`src/rtl/inst_str_streamer_if.sv`:
```
// rtl/inst_str_streamer_if.sv - string input and text-buffer write port bundle for inst_str_streamer
interface inst_str_streamer_if #(
   parameter int N_CHARS = 19,
   parameter int ADDR_W  = 12
);
   logic                   in_valid;
   logic                   in_ready;
   logic [N_CHARS*8-1:0]   in_str;
   logic [ADDR_W-1:0]      in_base;
   logic                   out_valid;
   logic                   out_ready;
   logic [7:0]             out_char;
   logic [ADDR_W-1:0]      out_addr;
   logic                   busy;
   logic                   done;

   // master: decoder/text-buffer side; slave: the streamer itself
   modport master (
      output in_valid, in_str, in_base, out_ready,
      input  in_ready, out_valid, out_char, out_addr, busy, done
   );

   modport slave (
      input  in_valid, in_str, in_base, out_ready,
      output in_ready, out_valid, out_char, out_addr, busy, done
   );
endinterface

```
`src/rtl/inst_str_streamer.sv`:
```
// rtl/inst_str_streamer.sv - latches one ASCII instruction string and streams it char by char to the text buffer
module inst_str_streamer #(
   parameter int          N_CHARS  = 19,
   parameter int          ADDR_W   = 12,
   parameter logic [7:0]  SUB_CHAR = 8'h3F
) (
   input  logic                   clk,
   input  logic                   rst,
   inst_str_streamer_if.slave     bus
);
   localparam int W     = N_CHARS * 8;
   localparam int IDX_W = $clog2(N_CHARS);

   typedef enum logic {IDLE, SEND} state_t;

   state_t              state;
   logic [W-1:0]        shift_q;
   logic [ADDR_W-1:0]   base_q;
   logic [IDX_W-1:0]    idx;

   function automatic logic [7:0] filter_char(input logic [7:0] b);
      return (b < 8'h20 || b > 8'h7E) ? SUB_CHAR : b;
   endfunction

   always_ff @(posedge clk) begin
      if (rst) begin
         state         <= IDLE;
         shift_q       <= '0;
         base_q        <= '0;
         idx           <= '0;
         bus.in_ready  <= 1'b1;
         bus.out_valid <= 1'b0;
         bus.out_char  <= 8'h00;
         bus.out_addr  <= '0;
         bus.busy      <= 1'b0;
         bus.done      <= 1'b0;
      end else begin
         bus.done <= 1'b0;
         case (state)
            IDLE: begin
               if (bus.in_valid && bus.in_ready) begin
                  state         <= SEND;
                  shift_q       <= bus.in_str;
                  base_q        <= bus.in_base;
                  idx           <= '0;
                  bus.in_ready  <= 1'b0;
                  bus.out_valid <= 1'b1;
                  bus.busy      <= 1'b1;
                  bus.out_char  <= filter_char(bus.in_str[W-1 -: 8]);
                  bus.out_addr  <= bus.in_base;
               end
            end
            SEND: begin
               if (bus.out_ready) begin
                  if (idx == IDX_W'(N_CHARS - 1)) begin
                     state         <= IDLE;
                     bus.in_ready  <= 1'b1;
                     bus.out_valid <= 1'b0;
                     bus.busy      <= 1'b0;
                     bus.done      <= 1'b1;
                  end else begin
                     // present the following byte straight away so accepted beats run back to back
                     shift_q      <= {shift_q[W-9:0], 8'h00};
                     idx          <= idx + 1'b1;
                     bus.out_char <= filter_char(shift_q[W-9 -: 8]);
                     bus.out_addr <= base_q + ADDR_W'(idx) + ADDR_W'(1);
                  end
               end
            end
            default: state <= IDLE;
         endcase
      end
   end
endmodule

```
`src/flat_wrapper.sv`:
```
// flat-port wrapper written by rule: the top's interface ports become plain ports
module inst_str_streamer_flat 
#(
   parameter int          N_CHARS  = 19,
   parameter int          ADDR_W   = 12,
   parameter logic [7:0]  SUB_CHAR = 8'h3F
)
  (clk, rst, bus_in_valid, bus_in_str, bus_in_base, bus_out_ready, bus_in_ready, bus_out_valid, bus_out_char, bus_out_addr, bus_busy, bus_done);
  inst_str_streamer_if #(.N_CHARS(N_CHARS), .ADDR_W(ADDR_W)) bus_i ();
  input  logic clk;
  input  logic rst;
  input wire logic [$bits(bus_i.in_valid)-1:0] bus_in_valid;
  input wire logic [$bits(bus_i.in_str)-1:0] bus_in_str;
  input wire logic [$bits(bus_i.in_base)-1:0] bus_in_base;
  input wire logic [$bits(bus_i.out_ready)-1:0] bus_out_ready;
  output wire logic [$bits(bus_i.in_ready)-1:0] bus_in_ready;
  output wire logic [$bits(bus_i.out_valid)-1:0] bus_out_valid;
  output wire logic [$bits(bus_i.out_char)-1:0] bus_out_char;
  output wire logic [$bits(bus_i.out_addr)-1:0] bus_out_addr;
  output wire logic [$bits(bus_i.busy)-1:0] bus_busy;
  output wire logic [$bits(bus_i.done)-1:0] bus_done;
  assign bus_i.in_valid = bus_in_valid;
  assign bus_i.in_str = bus_in_str;
  assign bus_i.in_base = bus_in_base;
  assign bus_i.out_ready = bus_out_ready;
  assign bus_in_ready = bus_i.in_ready;
  assign bus_out_valid = bus_i.out_valid;
  assign bus_out_char = bus_i.out_char;
  assign bus_out_addr = bus_i.out_addr;
  assign bus_busy = bus_i.busy;
  assign bus_done = bus_i.done;
  inst_str_streamer #(.N_CHARS(N_CHARS), .ADDR_W(ADDR_W), .SUB_CHAR(SUB_CHAR)) u_core (.clk(clk), .rst(rst), .bus(bus_i));
endmodule
```
`config.mk`:
```
export PLATFORM = sky130hd
export DESIGN_NAME = inst_str_streamer_flat
export DESIGN_NICKNAME = d
export VERILOG_FILES = /design/src/rtl/inst_str_streamer_if.sv /design/src/rtl/inst_str_streamer.sv /design/src/flat_wrapper.sv
export SDC_FILE = /design/constraint.sdc
export NUM_CORES = 1
export LEC_CHECK = 0
export ABC_AREA = 1
export ABC_CLOCK_PERIOD_IN_PS = 3900
export CAP_MARGIN = 10
export CELL_PAD_IN_SITES_DETAIL_PLACEMENT = 1
export CELL_PAD_IN_SITES_GLOBAL_PLACEMENT = 2
export CORE_MARGIN = 3
export CORE_UTILIZATION = 30
export CTS_CLUSTER_SIZE = 28
export DETAILED_ROUTE_END_ITERATION = 8
export HOLD_SLACK_MARGIN = 0.15
export PLACE_DENSITY_LB_ADDON = 0.12
export REMOVE_ABC_BUFFERS = 1
export SETUP_SLACK_MARGIN = 0.05
export SKIP_LAST_GASP = 1
export SYNTH_ARGS = -nofsm -noshare
export SYNTH_HDL_FRONTEND = slang
export SYNTH_SLANG_ARGS = --single-unit
export TNS_END_PERCENT = 100
```
`constraint.sdc`:
```
create_clock -name clk -period 3.9 [get_ports clk]
set_input_delay 0.975 -clock clk [delete_from_list [all_inputs] [get_ports clk]]
set_output_delay 0.975 -clock clk [all_outputs]
set_load 0.05 [all_outputs]
```
# Word level (Yosys, flattened, before mapping)
# Cells that the tools add are included.
# word_totals
register_bits	185
input_bits	168
out_inout_bits	24
# classes
n_addsub	3
order_cmp	4
n_eq_ne	5
mux	31
n_bitwise	2
reduce_logical	7
# op_table
cell	count
144-bit 2-to-1 mux	3
144-bit case mux with 2 select lines	1
8-bit 2-to-1 mux	5
12-bit 2-to-1 mux	3
12-bit case mux with 2 select lines	1
8-bit by 7-bit > comparator with 1-bit output (second input constant)	2
8-bit by 6-bit less-than comparator with 1-bit output (second input constant)	2
8-bit case mux with 2 select lines	1
5-bit 2-to-1 mux	3
12-bit by 1-bit adder with 12-bit output (second input constant)	1
12-bit by 5-bit adder with 12-bit output	1
1-bit 2-to-1 mux	10
5-bit case mux with 2 select lines	1
2-bit inequality test (second input constant)	3
1-bit case mux with 2 select lines	3
3-bit AND reduction	2
5-bit by 1-bit adder with 5-bit output (second input constant)	1
5-bit == test (second input constant)	1
3-bit OR reduction	1
1-bit logical OR	2
2-bit by 1-bit inequality test with 1-bit output (second input constant)	1
1-bit inverter	2
2-bit AND reduction	1
1-bit logical AND	1

# Logic depth before layout (Yosys ltp)
# logic_depth
depth_word	6
ltp_mapped	11
ltp_nobuf	11

# Worst setup path before layout
# OpenSTA, ideal clock, no wires.
# synth_path
path_type	reg-to-output
from	register u_core.bus.out_valid
to	output bus_out_valid
arrival_ns	0.913
required_time_ns	2.925
setup_slack_ns	2.012
path_stages_with_launch	2
path_buffers	1
path_cell_list	dfxtp_1 buf_4
# synth_rtl
element	line_no	text
start: declaration	inst_str_streamer_if.sv:25	output in_ready, out_valid, out_char, out_addr, busy, done
start signal: assignment	inst_str_streamer.sv:32	bus.out_valid <= 1'b0;
start signal: assignment	inst_str_streamer.sv:47	bus.out_valid <= 1'b1;
start signal: assignment	inst_str_streamer.sv:58	bus.out_valid <= 1'b0;
end: declaration	flat_wrapper.sv:17	output wire logic [$bits(bus_i.out_valid)-1:0] bus_out_valid;
# No word-level cell between the ends.

# Worst setup path after layout
# layout_path
from	register u_core.bus.in_ready
to	output bus_in_ready
# layout_rtl
element	line_no	text
start: declaration	inst_str_streamer_if.sv:25	
start signal: assignment	inst_str_streamer.sv:31	bus.in_ready <= 1'b1;
start signal: assignment	inst_str_streamer.sv:46	bus.in_ready <= 1'b0;
start signal: assignment	inst_str_streamer.sv:57	bus.in_ready <= 1'b1;
end: declaration	flat_wrapper.sv:16	output wire logic [$bits(bus_i.in_ready)-1:0] bus_in_ready;
# No word-level cell between the ends.

==> flow_metrics.tcl <==
set metrics [dict create \
    synth_cell_types 30 \
    fmax_mhz 373 \
    clkSlewWorstSetupHoldPaths_ns 0.07 \
    ctsLongestPathBuffers 2 \
    layout.nets 1439 \
    die_w_um 172 \
    grt_pass1_wl_mm 40.9 \
    worst-setup-path-type "reg2out" \
    utilization_pct 40.0 \
    seqCellArea_sq_mm 0.00371 \
    fin_crit_ns 2.68 \
    min_delay_path_depth 2 \
    cp_top_family "buffers and inverters" \
    initial_utilization_pct 30.6 \
    timing.setup.tns_ns 0 \
    die_y_um 172 \
    rows 60 \
    viasPerCell 4.96 \
    final_common_cell "nand2_1" \
    cts.htree.levels 4 \
    drv_cap 0 \
    reg2reg_to "u_core.idx[0]" \
    end_kind "output pin" \
    grt_pass1_vias 8008 \
    power_density_mw_per_mm2 450 \
    synthCells 1136 \
    die_area_sq_mm 0.0295 \
    crit_required_ns 2.92 \
    dp_hpwl_mm 16.2 \
    cts_tree "yes" \
    r2r_start "u_core.state" \
    rsz0062_at_grt "no" \
    finClkSkew_ns 0.0120 \
    clk_latency_ns 0.43 \
    arrival_ns 1.70 \
    syn_avg_cell_area_sq_um 7.25 \
    start_kind "flop" \
    cts.sinks 185 \
    hp-class "reg2reg" \
    ios 192 \
    fin_crit_sh_pct 68.7 \
    place_congestion 0.777 \
    cts_hold_buf 0 \
    hold_viol 0 \
    final_cell_area_sq_mm 0.0108 \
    tightest_slew_ns 0.881 \
    hp-start "u_core.bus.out_char[7]" \
    n_antenna_cell 0 \
    ant_nets 0 \
    final_cell_mix "359 x nand2_1, 191 x clkdlybuf4s50_1, 184 x dfxtp_1, 138 x a31oi_1, 121 x o21ai_0" \
    cts.repair.resized 0 \
    grt_overflow 0 \
    routedWlPerCell_um 15.8 \
    fill_cells 3322 \
    critical_path_buf_inv_count 1 \
    max_stage_delay_ns 0.84 \
    p_leak_nw 4.17 \
    placed_area_sq_mm 0.0102 \
    dp.cells 1585 \
    grt_max_degree 151 \
    critPathSlowestCell "clkdlybuf4s50_1" \
    regToRegSetupSlack_ns 1.68 \
    drtIter0Drc 542 \
    drt_pass1_iterations 4 \
    min_to "u_core.bus.out_char[7]" \
    drc 0 \
    synth_seq_cells 185 \
    finalNonFillerCells 1617 \
    slew_viol_final 0 \
    num_vias 8021 \
    postCtsSetupRepairBufs 0 \
    vdd_drop_max_v 0.000208 \
    ff2ff_path_depth 6 \
    antenna_found_initial 2 \
    track_usage_pct 17.1 \
    portBuffers 191 \
    ys.warnings.count 0 \
    path_max_fanout 4 \
    max-slew-margin-rel_pct 41.3 \
    setup_violations 0 \
    outcome "complete, no violations" \
    synth_area_sq_mm 0.00824 \
    crit_chain "clkdlybuf4s50_1" \
    ys_seq_area_share_pct 44.9 \
    wl_mm 25.5 \
    multi_input_area_sq_mm 0.00388 \
    cts_root_buffer "clkbuf_16" \
    synthToLayoutAreaGrowth_pct 31.0 \
    drive_above_1_share_pct 4.08 \
    cts-buffers-inserted 17 \
    core_area_sq_mm 0.0270 \
]
worst min-delay path: cells and delay by family (launching register included):
family | cells | cell delay, ns
and+or+nand+nor | 2 | 0.11
DFF | 1 | 0.31
synthesized netlist by cell type:
| library cell | instances | area share [%] |
|---|---|---|
| a211oi_1 | 2 | 0.18 |
| a21oi_1 | 39 | 2.4 |
| a31oi_1 | 138 | 10 |
| buf_1 | 1 | 0.046 |
| buf_2 | 30 | 1.8 |
| buf_4 | 6 | 0.55 |
| buf_6 | 8 | 1.1 |
| buf_8 | 1 | 0.18 |
| clkbuf_1 | 47 | 2.1 |
| dfxtp_1 | 185 | 45 |
| fa_1 | 1 | 0.24 |
| ha_1 | 7 | 1.1 |
| inv_1 | 46 | 2.1 |
| inv_2 | 3 | 0.14 |
| nand2_1 | 359 | 16 |
| nand2_2 | 2 | 0.15 |
| nand2_4 | 1 | 0.14 |
| nand3_1 | 40 | 2.4 |
| nand3_4 | 1 | 0.21 |
| nand3b_1 | 2 | 0.18 |
| nand4_1 | 5 | 0.38 |
| nor2_1 | 30 | 1.4 |
| nor3_1 | 1 | 0.061 |
| o2111ai_1 | 5 | 0.53 |
| o21ai_0 | 121 | 7.3 |
| o21ai_1 | 49 | 3.0 |
| o22ai_1 | 1 | 0.076 |
| or2_2 | 2 | 0.15 |
| xnor2_1 | 1 | 0.11 |
| xor2_1 | 2 | 0.21 |
worst max path at each step:
stage                              startpoint       endpoint  cells after the start
final                     u_core.bus.in_ready   bus_in_ready                      1
after global routing      u_core.bus.in_ready   bus_in_ready                      1
after CTS                 u_core.bus.in_ready   bus_in_ready                      1
after detailed placement         bus_in_valid  u_core.idx[3]                      7
after global placement           bus_in_valid  u_core.idx[3]                      7
after floorplan                  u_core.state  u_core.idx[0]                      6
cell type report:
| cell class | count | share of cell area [%] |
|---|---|---|
| clock inverter | 14 | 1.24 |
| sequential | 185 | 34.3 |
| clock buffer | 18 | 3.98 |
| timing repair buffer | 201 | 18.8 |
| tap | 341 | 3.95 |
| multi-input combinational | 809 | 36.0 |
| inverter | 49 | 1.75 |
power breakdown:
part | internal, mW | switching, mW
registers | 2.10 | 0.127
clock network | 0.847 | 0.848
logic | 0.388 | 0.547
metal layers:
layer	share of wire, %	GRT usage [%]
met1	48	22.9
met2	46	28.5
met3	4.1	3.86
met4	0.86	3.37
met5	0.11	0
state kept, by name (all words and copies together) (netlist names):
name,count
u_core.state,1
u_core.bus.done,1
u_core.shift_q,144
u_core.bus.in_ready,1
u_core.idx,5
u_core.base_q,12
u_core.bus.out_valid,1
u_core.bus.out_char,8
u_core.bus.out_addr,12
kinds of logic (layout without fill, tap and decap cells):
| logic type | after synthesis | in the layout | synth area share, % |
|---|---|---|---|
| adder cells (fa/ha/maj) | 8 | 8 | 1.31 |
| AND/OR/NAND/NOR | 443 | 443 | 21.4 |
| XOR/XNOR | 3 | 3 | 0.319 |
| buffers and inverters | 142 | 282 | 8.06 |
| AO/OA/AOI/OAI | 355 | 355 | 24.0 |
| flip-flops | 185 | 185 | 44.9 |
metrics by stage:
step / power (mW) / hold WS, ns / worst slack, ns
finish: 4.86 / 0.450 / 1.22
global route: 5.13 / 0.484 / 1.15
CTS: 4.93 / 0.450 / 1.20
detailed placement: 3.21 / 0.442 / 0.988
global placement: 3.20 / 0.426 / 1.03
floorplan: 2.79 / 0.432 / -3.34
Note: power is estimated with default switching activity, not from simulation.
==> RTL edit 1: new RTL, same settings <==
`ADDR_W` is set to 12 in 3 places; all go to 10.
--- a/src/rtl/inst_str_streamer_if.sv
+++ b/src/rtl/inst_str_streamer_if.sv
@@ -1,7 +1,7 @@
 // rtl/inst_str_streamer_if.sv - string input and text-buffer write port bundle for inst_str_streamer
 interface inst_str_streamer_if #(
    parameter int N_CHARS = 19,
-   parameter int ADDR_W  = 12
+   parameter int ADDR_W  = 10
 );
    logic                   in_valid;
    logic                   in_ready;
--- a/src/rtl/inst_str_streamer.sv
+++ b/src/rtl/inst_str_streamer.sv
@@ -1,7 +1,7 @@
 // rtl/inst_str_streamer.sv - latches one ASCII instruction string and streams it char by char to the text buffer
 module inst_str_streamer #(
    parameter int          N_CHARS  = 19,
-   parameter int          ADDR_W   = 12,
+   parameter int          ADDR_W   = 10,
    parameter logic [7:0]  SUB_CHAR = 8'h3F
 ) (
    input  logic                   clk,
--- a/src/flat_wrapper.sv
+++ b/src/flat_wrapper.sv
@@ -2,7 +2,7 @@
 module inst_str_streamer_flat 
 #(
    parameter int          N_CHARS  = 19,
-   parameter int          ADDR_W   = 12,
+   parameter int          ADDR_W   = 10,
    parameter logic [7:0]  SUB_CHAR = 8'h3F
 )
   (clk, rst, bus_in_valid, bus_in_str, bus_in_base, bus_out_ready, bus_in_ready, bus_out_valid, bus_out_char, bus_out_addr, bus_busy, bus_done);
Ports: changed (resized bus_in_base and bus_out_addr); port bits go from 192 to 188. The function was not compared with the original's and may differ.
==> RTL edit 1 against the original RTL <==
  * Setup slack worse by 150 ps
  * Area after synthesis down 3.6%
  * Sequential cell count down 4
  * Count of clock-buffer cells in the layout up 1
  * Total power down 0.23%
  * Final cell count down 3.4%
  * Routed wire length down 5.6%
  * Sequential share of layout area up 0.089 points
  * Die area down 3.5%
  * Utilization up 1.1 points
  * Cell area down 2.4%
  * Critical path depth up 5
==> RTL edit 1: results <==
{
  "outcome": "complete, no violations",
  "drive_gt1_share_pct": 4.55,
  "synth_common_cells": "nand2_1, dfxtp_1, a31oi_1",
  "critical_path.max_fanout": 85,
  "cpPeakStageDelay_ps": 590,
  "synth.most_common_cell": "nand2_1",
  "nets": 1393,
  "antenna_found_initial": 0,
  "clk_path_buf_depth": 2,
  "clockRootBuffer": "clkbuf_16",
  "gp_congestion": 0.778,
  "yosysWarningCount": 0,
  "grt_pass1_vias": 7646,
  "dp_slack_ps": 666,
  "fill_cells": 3149,
  "htree_levels": 4,
  "grt_pass1_wl_um": 39100,
  "ys_types": 28,
  "top_regs": "u_core.shift_q (144), u_core.base_q (10), u_core.bus.out_addr (10)",
  "wirelength_um": 24000,
  "diodes": 0,
  "port_buffers": 187,
  "clock_skew_ps": 24.3,
  "r2r-end": "u_core.shift_q[64]",
  "grt_max_degree": 108,
  "ys.flop_type": "dfxtp_1",
  "worstHoldStart": "u_core.bus.out_char[7]",
  "post_dp_cell_area_sq_um": 9950,
  "irDropWorstVdd_mv": 0.254,
  "dp_hpwl_um": 15500,
  "clk_pin_slew_ps": 80,
  "cp_slowest_cell": "nand2_8",
  "p_leak_uw": 0.00408,
  "async_flop_share_pct": 0,
  "hold_path_end": "u_core.bus.out_char[7]",
  "ys_seq_area_share_pct": 45.6,
  "drt_iter0_drc": 517,
  "groute.usage.overall_pct": 16.6,
  "numCtsBuffers": 17,
  "post_cts_buffers": 0,
  "max_slew_margin_pct": 39.7,
  "vias": 7724,
  "ff2ff_path_depth": 6,
  "clkLatencyLatePin_ps": 450,
  "synth.area.top_cells": "dfxtp_1, nand2_1, a31oi_1, o21ai_1, o21ai_0",
  "arrival_ps": 3190
}
[RTL edit 1: changes by cell type in the layout (fill, tap and decap cells not counted), moves of 4 or more]
cell,before,now
o21ai_0,121,69
o21ai_1,49,95
nand2_1,359,348
nand3_1,40,29
inv_1,45,36
nand4_1,5,14
a21oi_1,39,33
buf_4,7,12
o2111ai_1,5,0
clkdlybuf4s50_1,191,187
clkinv_4,4,0
dfxtp_1,184,180
nor2_1,30,26
[RTL edit 1: cell type report]
class / count / share of cell area [%]
Tap cell: 330 / 3.92
Timing Repair Buffer: 202 / 19.2
Clock buffer: 19 / 4.21
Sequential cell: 181 / 34.4
Multi-Input combinational cell: 777 / 35.4
Clock inverter: 13 / 1.32
Inverter: 40 / 1.47
[RTL edit 1: worst max path at each step]
stage / depth (start not counted) / startpoint / slack [ps] / to
2_1_floorplan: 6 / u_core.state / -3440 / u_core.idx[0]
3_3_place_gp: 6 / bus_in_valid / 740 / u_core.shift_q[76]
3_5_place_dp: 6 / bus_in_valid / 670 / u_core.shift_q[64]
4_1_cts: 6 / u_core.state / 1010 / u_core.shift_q[64]
5_1_grt: 6 / u_core.state / 700 / u_core.shift_q[72]
6_report: 6 / u_core.state / 1080 / u_core.shift_q[64]
[RTL edit 1: power breakdown]
part / leakage [uW] / switching, uW / total [uW] / internal, uW
clock: 0.000283 / 818 / 1740 / 925
combinational: 0.00230 / 548 / 940 / 392
sequential: 0.00150 / 108 / 2160 / 2050
[RTL edit 1: kinds of logic after synthesis]
kind of cell,after synthesis,share of synthesized area (%)
AND/OR/NAND/NOR,428,21.5
AO/OA/AOI/OAI,339,23.8
flip-flops,181,45.6
buffers and inverters,128,7.53
adder cells (fa/ha/maj),8,1.35
XOR/XNOR,2,0.220
[RTL edit 1: metrics by stage]
stage	util, %	hold slack [ps]	total power [uW]	std cells
global placement	38.8	441	3140	1530
floorplan	-	432	2730	998
global route	41.1	488	5120	1562
finish	41.1	450	4840	1562
detailed placement	38.8	442	3150	1530
CTS	41.1	456	4930	1562
[RTL edit 1: metal layers]
layer / GRT usage [%] / share of wire (%)
met5: 0 / 0
met4: 4.06 / 0.92
met3: 2.92 / 3.3
met2: 27.1 / 46
met1: 23.0 / 50
[RTL edit 1: critical path, delay by kind of cell (launching register included)]
kind	cells	cell delay (ps)
simple gates	2	1150
buf+inv	2	890
compound gates	2	290
flops	1	360
==> RTL edit 2: new RTL, same flow settings <==
Without the edit above. Compare `idx` against `IDX_W'(N_CHARS - 1)` with >= in place of ==.
--- a/src/rtl/inst_str_streamer.sv
+++ b/src/rtl/inst_str_streamer.sv
@@ -52,7 +52,7 @@
             end
             SEND: begin
                if (bus.out_ready) begin
-                  if (idx == IDX_W'(N_CHARS - 1)) begin
+                  if (idx >= IDX_W'(N_CHARS - 1)) begin
                      state         <= IDLE;
                      bus.in_ready  <= 1'b1;
                      bus.out_valid <= 1'b0;
Function: no difference found for any inputs over 4 cycles, from zero or initial values and one cycle with rst high; that may be too few to reach the edited logic, so the function may still have changed.
==> RTL edit 2 against the original RTL <==
  * Total power up 0.35%
  * Cell area down 0.39%
  * Register-to-register slack worse by 30 ps
  * Synthesized cell count down 0.44%
  * Setup slack worse by 1.4 ps
  * Sequential cell count unchanged
  * Clock skew up 0.62 ps
  * Area after synthesis down 0.41%
  * Routed wire length down 0.61%
  * Largest power group unchanged
  * Combinational power up 2.6%
  * Critical path depth up 5
  * Via count down 0.90%
  * Hold slack better by 1.1 ps
==> RTL edit 2: results <==
{
  "drive_gt1_share_pct": 4.01,
  "ff2ff_path_depth": 9,
  "worstMarginPinSlew_ps": 872,
  "ff2ff_setup_slack_ps": 1650,
  "post_dp_cell_area_sq_um": 10200,
  "critical_path.max_fanout": 59,
  "synth.top_cell.area_share_pct": 45.1,
  "hold_ws_ps": 452,
  "ys_seq_area_share_pct": 45.1,
  "grt_pass1_wl_um": 40600,
  "min_period_ps": 2680,
  "internal_power_uw": 3350,
  "grt_max_degree": 101,
  "outcome": "complete, no violations",
  "netlist_instances": 1131,
  "antenna_found_initial": 0,
  "clock_skew_ps": 12.7,
  "synth.area.top_cells": "dfxtp_1, nand2_1, a31oi_1, o21ai_1, o21ai_0",
  "dp_hpwl_um": 16400,
  "p_leak_uw": 0.00420,
  "cp_slowest_cell": "buf_4",
  "crit_end": "u_core.shift_q[65]",
  "rr_startpoint": "u_core.idx[1]",
  "arrival_ps": 3030,
  "drt_iter0_drc": 423,
  "gp_congestion": 0.791,
  "finish.utilization_pct": 40.6,
  "ys_types": 27,
  "groute.usage.overall_pct": 17.0,
  "synth_common_cells": "nand2_1, dfxtp_1, a31oi_1"
}
-- RTL edit 2: final cells by class --
cell class                 count  area share, %
tap                          335           3.90
multi-input combinational    806           35.7
antenna                        1         0.0233
inverter                      49           1.76
sequential                   185           34.5
clock inverter                14           1.22
timing repair buffer         201           18.8
clock buffer                  18           4.09
-- RTL edit 2: layer usage --
layer  track usage, %  share of wire (%)
met3             2.92                3.7
met2             28.6                 47
met5                0                  0
met1             23.1                 49
met4             3.67               0.95
-- RTL edit 2: power by group through the flow --
stage	Sequential [uW]	Combinational (uW)	Clock, uW
2_1_floorplan	2340	459	0
3_3_place_gp	2250	959	0
3_5_place_dp	2250	970	0
4_1_cts	2210	975	1770
5_1_grt	2240	1070	1850
6_report	2210	958	1710
-- RTL edit 2: cells by family after synthesis --
family	count (synthesis)	synth area share, %
fa+ha+maj	8	1.31
compound gates	352	23.6
simple gates	444	21.5
xor+xnor	2	0.213
flops	185	45.1
buf+inv	140	8.23
